**config.mk**
```make
export PLATFORM = sky130hd
export DESIGN_NAME = spi_slave_module
export DESIGN_NICKNAME = d
export VERILOG_FILES = /design/src/rtl/spi_slave_module.sv
export SDC_FILE = /design/constraint.sdc
export NUM_CORES = 1
export LEC_CHECK = 0
export CAP_MARGIN = 20
export CORE_ASPECT_RATIO = 0.7
export CORE_MARGIN = 2
export CORE_UTILIZATION = 40
export CTS_CLUSTER_SIZE = 16
export DETAILED_ROUTE_END_ITERATION = 10
export DONT_BUFFER_PORTS = 1
export SETUP_SLACK_MARGIN = 0.02
export SLEW_MARGIN = 20
export SYNTH_ARGS = -nofsm -noshare
export SYNTH_HDL_FRONTEND = slang
export SYNTH_SLANG_ARGS = --single-unit
```
**constraint.sdc**
```tcl
create_clock -name clk -period 2.25 [get_ports clk]
set_clock_uncertainty 0.1 [all_clocks]
set_input_delay 0.1125 -clock clk [delete_from_list [all_inputs] [get_ports clk]]
set_output_delay 0.1125 -clock clk [all_outputs]
set_load 0.05 [all_outputs]
```
**src/rtl/spi_slave_module.sv**
```systemverilog
// Mode-0 SPI slave: 8-bit command plus 32 data bits, oversampled in the clk domain.
// Optional SPI_READBACK_EN: shift out the selected register's pre-frame value in the data phase.
module spi_slave_module (
   input  logic        clk,
   input  logic        nrst,
   input  logic        sck,
   input  logic        mosi,
   input  logic        ncs,
   output logic        miso,
   output logic [7:0]  q_c,
   output logic [31:0] q_0,
   output logic [31:0] q_1
);

   logic [2:0]  sck_q;
   logic [1:0]  mosi_q;
   logic [2:0]  ncs_q;

   logic        act_q,  act_d;
   logic [5:0]  cnt_q,  cnt_d;
   logic [31:0] rx_q,   rx_d;
   logic [31:0] tx_q,   tx_d;
   logic        miso_q, miso_d;
   logic [7:0]  qc_q,   qc_d;
   logic [31:0] q0_q,   q0_d;
   logic [31:0] q1_q,   q1_d;

   logic        sck_rise, sck_fall, ncs_rise, ncs_fall, mosi_s;
   logic [7:0]  cmd_byte;
   logic [31:0] rd_word;

   // Stage [1] is the synchronized level, stage [2] the previous one for edge detection.
   assign sck_rise = sck_q[1] & ~sck_q[2];
   assign sck_fall = ~sck_q[1] & sck_q[2];
   assign ncs_fall = ~ncs_q[1] & ncs_q[2];
   assign ncs_rise = ncs_q[1] & ~ncs_q[2];
   assign mosi_s   = mosi_q[1];
   assign cmd_byte = {rx_q[6:0], mosi_s};

`ifdef SPI_READBACK_EN
   assign rd_word = mosi_s ? q1_q : q0_q;
`else
   assign rd_word = 32'd0;
`endif

   // tx_q holds the bits still to be sent; miso_q is the bit currently on the wire.
   always_comb begin
      act_d  = act_q;
      cnt_d  = cnt_q;
      rx_d   = rx_q;
      tx_d   = tx_q;
      miso_d = miso_q;
      qc_d   = qc_q;
      q0_d   = q0_q;
      q1_d   = q1_q;
      if (ncs_fall) begin
         act_d  = 1'b1;
         cnt_d  = 6'd0;
         tx_d   = {qc_q[6:0], 25'd0};
         miso_d = qc_q[7];
      end else if (ncs_rise) begin
         act_d  = 1'b0;
         miso_d = 1'b0;
         tx_d   = 32'd0;
         if (act_q && (cnt_q == 6'd40) && qc_q[7]) begin
            if (qc_q[0]) q1_d = rx_q;
            else         q0_d = rx_q;
         end
      end else if (act_q) begin
         if (sck_rise) begin
            rx_d = {rx_q[30:0], mosi_s};
            if (cnt_q != 6'd63) cnt_d = cnt_q + 6'd1;
            if (cnt_q == 6'd7) begin
               qc_d   = cmd_byte;
               tx_d   = rd_word;
               miso_d = rd_word[31];
            end
         end else if (sck_fall) begin
            miso_d = tx_q[31];
            tx_d   = {tx_q[30:0], 1'b0};
         end
      end
   end

   // Synchronizer reset levels keep a frame that was cut by reset from restarting mid-way.
   always_ff @(posedge clk or negedge nrst) begin
      if (!nrst) begin
         sck_q  <= 3'd0;
         mosi_q <= 2'd0;
         ncs_q  <= 3'd0;
         act_q  <= 1'b0;
         cnt_q  <= 6'd0;
         rx_q   <= 32'd0;
         tx_q   <= 32'd0;
         miso_q <= 1'b0;
         qc_q   <= 8'd0;
         q0_q   <= 32'd0;
         q1_q   <= 32'd0;
      end else begin
         sck_q  <= {sck_q[1:0], sck};
         mosi_q <= {mosi_q[0], mosi};
         ncs_q  <= {ncs_q[1:0], ncs};
         act_q  <= act_d;
         cnt_q  <= cnt_d;
         rx_q   <= rx_d;
         tx_q   <= tx_d;
         miso_q <= miso_d;
         qc_q   <= qc_d;
         q0_q   <= q0_d;
         q1_q   <= q1_d;
      end
   end

   assign miso = miso_q;
   assign q_c  = qc_q;
   assign q_0  = q0_q;
   assign q_1  = q1_q;

endmodule

```
After elaboration in Yosys (flattened, before gate mapping)
Cells that the tools add are included.
Word-level totals
  bits of input ports: 5
  flip-flop bits (word level): 152
Cells by class
  reduce and logical (&&, ||, !) cells: 14
  add/subtract/negate cells: 1
  multiplexer cells: 19
  bitwise gates (word level): 11
  equal/unequal tests: 5
Operators with widths (number)
  2-to-1 mux 32 bit: 6
  2-to-1 mux 6 bit: 5
  AND reduction 4 bit: 4
  2-to-1 mux 1 bit: 8
  nonzero test 2 bit: 4
  NOT 1 bit: 7
  adder 6 x 1 -> 6 bit (second input constant): 1
  == test 6 x 3 -> 1 bit (second input constant): 1
  == test 6 bit (second input constant): 1
  inequality test 6 bit (second input constant): 1
  AND reduction 5 bit: 1
  AND 1 bit: 4
  inequality test 4 x 1 -> 1 bit (second input constant): 1
  nonzero test 4 bit: 1
  AND reduction 3 bit: 1
  nonzero test 3 bit: 1
  logical AND 1 bit: 2
  inequality test 2 x 1 -> 1 bit (second input constant): 1

Longest topological paths before layout
  depth after elaboration: 7
  gate-level depth with buffers: 7
  depth with buffers taken out: 5

Worst setup path after synthesis
Ideal clock, no wire load.
  kind: register to register
  from: register ncs_q[1]
  to: register q1_q[10], in the netlist q_1[10]
  arrival: 1.680 ns
  path buffers: 1
  required time: 2.025 ns
  slack: 0.345 ns
  cell stages (with the launch flop): 7
  setup time: 0.125 ns
  cells stage by stage: dfrtp_1 -> inv_1 -> ha_1 -> nand2b_1 -> nor3_4 -> buf_6 -> mux2_2
Between the ends
  cells in the longest elaborated chain, start to end: 4
  elaborated cells on any way between the ends: 5
  classes of those cells: bitwise (4); reduce/logical (1)
RTL lines
  start: declaration: line 17  | logic [2:0] ncs_q;
  start signal: assignment: line 102  | ncs_q <= {ncs_q[1:0], ncs};
  NOT 1 bit: line 35  | assign ncs_fall = ~ncs_q[1] & ncs_q[2];
  AND 1 bit: line 35
  NOT 1 bit (no source line)
  AND reduction 4 bit (no source line) *
  end signal: assignment: line 110  | q1_q <= q1_d;
  end: declaration: line 26  | logic [31:0] q1_q, q1_d;
Every way passes the cells marked *; elsewhere a longest branch is shown, timed or not.
A chain may end at the register's enable or synchronous reset.

Worst setup path after layout
  from: register ncs_q[1]
  to: register tx_q[26]
Between the ends
  cells in the longest elaborated chain, start to end: 4
  elaborated cells on any way between the ends: 9
  classes of those cells: eq/ne (1); mux (2); bitwise (3); reduce/logical (3)
RTL lines
  NOT 1 bit: line 35
  AND 1 bit: line 35
  inequality test 4 x 1 -> 1 bit (no source line), or another cell as far along
  AND reduction 3 bit (no source line)
  end signal: assignment: line 106  | tx_q <= tx_d;
  end: declaration: line 22  | logic [31:0] tx_q, tx_d;
Parallel ways exist; a longest one is shown, timed or not.

==> summary.md <==
| Metric | Value |
|---|---|
| Sequential share of power | `0.438` |
| Final net count | `around 380` |
| First-pass GRT wire length | `between 15000 and 20000 microns` |
| Most area-hungry cell type in the Yosys netlist | `dfrtp_1` |
| Cell Pwr Density | `about 970 nW/um^2` |
| WL per Instance | `roughly 19 microns` |
| Worst path arrival time | `2.27 ns` |
| Vias after detailed routing | `2958` |
| Clock power share | `0.475` |
| Routed wire length | `between 10000 and 15000 microns` |
| Tot GR Track Use | `0.160` |
| Placed cell count | `slightly above 500` |
| Main synth FF type | `dfrtp_1` |
| Power after layout | `0.00593 W` |
| Internal | `around 0.0044 W` |
| Slowest-stage cell, CP | `a221o_1` |
| Yosys top cell area share | `0.605` |
| Number of flops mapped to enable cells by yosys | `0` |
| Die Span X | `between 100 and 150 microns` |
| Post-route setup TNS | `0 ns` |
| CTS Hold Buffers Added | `3` |
| RSZ-0062 raised after global routing | `false` |
| LEAKAGE | `3.04 nW` |
| Synth warn | `0` |
| Layout cells sized above 1 | `0.327` |
| Pins Over Slew Limit | `0` |
| Clock Latency Late Sink | `a little over 0.4 ns` |
| Die area | `14100 sq um` |
| Switching Share | `0.257` |
| Relative max-transition margin | `0.624` |
| Vias in the first global route | `around 3.1k` |
| Die H | `99.9 microns` |
| Via density | `~5.4` |
| DP HPWL | `6790 microns` |
| NetSw | `approximately 0.0015 W` |
| Syn Inst Count | `between 300 and 400` |
| Port Buf Inserts | `0` |
| Tmin final | `2.07 ns` |
| RD Place Congestion | `between 0.7 and 0.8` |
| 1st-pass router iterations | `4` |
| Leading cell types in the layout, fill and taps excluded | `dfrtp_1 (127), mux2_2 (73), mux2_1 (33)` |
| Path type of the worst min-delay path | `in -> async` |
| Cell row count | `34` |
| Final antenna-violating net count | `0` |
| # setup viols final | `0` |
| Final Hold Viols | `about 130` |
| Async SR Flop Fraction | `1.00` |
| Crit path largest cell delay | `approximately 0.47 ns` |
| Clock Pin Slew Worst Setup and Hold Paths | `0.06 ns` |
| CTS Root Cell | `clkbuf_16` |
| Remaining global-route overflow | `0` |
| Filler cell count | `1086` |
| Fmax | `482 MHz` |
| Pre-CTS WS | `0.187 ns` |
| CTS tree | `done` |
| Critical Path Sink Type | `flip-flop` |
| Netlist Area Pre-Place | `5260 sq um` |
| Synth Area per Inst | `between 10 and 15 sq um` |
| N_diodes | `0` |
| Tcrit/Tclk final | `0.921` |
| DRT iter0 DRCs | `roughly 130` |
| DRC Markers | `0` |
| Most common cell after layout, fill and taps aside | `dfrtp_1` |
| Layout area overhead | `16.5%` |
| CTS Buffer Depth | `2` |
| Initial antenna violation count | `0` |
| Worst IR drop on VDD | `~0.56 mV` |
| Seq cells post-synth | `127` |
| Worst Tran Pin Value | `between 0.5 and 0.6 ns` |
| Total CTS buffers | `17` |
| H-Tree Level Count | `4` |
| Largest net degree at the start of global routing | `between 100 and 150` |
| Yosys cell types | `44` |
| Worst setup margin | `between 0.15 and 0.2 ns` |
| CP Class | `reg -> reg` |
| Comb pwr share | `0.088` |
| IO Count | `between 70 and 80` |
| Max-cap violations | `0` |
| Core area | `12600 sq um` |
| WP data required | `~2.5 ns` |
| Sequential area share after synthesis | `0.605` |
| Failing checks | `negative hold slack` |
| Crit path launch type | `flip-flop` |
| Worst Path Max Fanout | `9` |
| Finished Layout Cells | `547` |
| Synth area leaders | `dfrtp_1 (60%), mux2_2 (16%), mux2_1 (7.1%)` |
| Post-synthesis net count | `between 300 and 400` |
| Hold WS | `-0.699 ns` |
| Initial Util | `0.416` |
| Cell Chain, Critical Path | `ha_1 -> or2_0 -> a221o_1 -> a211oi_1` |
| Status | `complete, but fails checks` |
| Sink Count | `127` |
-- layout make-up --
type                    count  area (sq um)  area share
clock inverters            14           181      0.0296
flip-flops and latches    127          3180       0.519
well taps                 162           203      0.0331
clock buffers              18           429      0.0701
multi-input cells         199          1930       0.316
inverters                   9          33.8     0.00551
repair buffers             18           168      0.0274
-- worst paths after layout --
path,startpoint,end,slack (ns),cells after the start
worst min-delay path,nrst,tx_q[31],-0.70,0
min in group clk,sck,sck_q[0],0.16,1
max in group asynchronous,nrst,q_0[18],2.60,0
worst max register to register,ncs_q[1],tx_q[26],0.18,4
worst min register to register,sck_q[0],sck_q[1],0.25,0
worst max-delay path,ncs_q[1],tx_q[26],0.18,4
-- cells by family (layout without fill, tap and decap cells) --
kind of cell	after synthesis	after routing	share of synthesized area
muxes	107	107	0.229
adders and majority gates	5	5	0.0119
buffers and inverters	26	59	0.0286
and+or+nand+nor	46	46	0.0657
DFF	127	127	0.605
AOI/OAI and AO/OA	41	41	0.0602
-- registers in the layout, indices dropped and copies added, names as in the netlist --
| register | cells |
|---|---|
| cnt_q | 6 |
| tx_q | 7 |
| sck_q | 3 |
| act_q | 1 |
| q_c | 8 |
| rx_q | 32 |
| miso | 1 |
| ncs_q | 3 |
| q_1 | 32 |
| q_0 | 32 |
| mosi_q | 2 |
-- power groups by stage --
stage	Sequential, W	Combinational (W)	Clock [W]
6_report	0.00260	0.000521	0.00282
5_1_grt	0.00262	0.000574	0.00300
4_1_cts	0.00259	0.000517	0.00289
3_5_place_dp	0.00263	0.000512	0
3_3_place_gp	0.00263	0.000505	0
2_1_floorplan	0.00260	0.000372	0
-- cell usage after synthesis (all sizes together) (3+ instances only) --
master,count
nor3,3
or4,8
a2111oi,8
a211oi,8
nand2,3
inv,9
ha,5
clkbuf,4
buf,13
dfrtp,127
a221oi,7
a21oi,3
nand3,3
mux2,106
nor2b,8
nand2b,4
o21ai,7
-- what timing repair did --
action | 4_1_cts | 5_1_grt
endpoints found under the hold margin | 130 | 127
setup buffers | 0 | 0
gates resized for setup | 0 | 0
-- worst max-delay path, delay by kind of cell, from the launching register on --
family | cells | cell delay (ns)
compound gates | 2 | 0.75
simple gates | 1 | 0.42
flops | 1 | 0.39
fa+ha+maj | 1 | 0.31
-- routing by layer --
metal | vias to the layer above | wire length (microns) | track usage | share of wire
li1 | 1351 | - | - | -
met1 | 1523 | 5120 | 0.227 | 0.49
met2 | 72 | 4450 | 0.220 | 0.42
met3 | 12 | 828 | 0.0706 | 0.079
met4 | 0 | 76 | 0.0531 | 0.0073
met5 | - | 0 | 0 | 0
-- metrics by stage --
step / instance area [sq um] / util
after floorplan: 5260 / -
after global placement: 5490 / 0.434
after CTS: 6130 / 0.485
final: 6130 / 0.485
after global routing: 6130 / 0.485
after detailed placement: 5490 / 0.434
(Power assumes the default switching activity.)
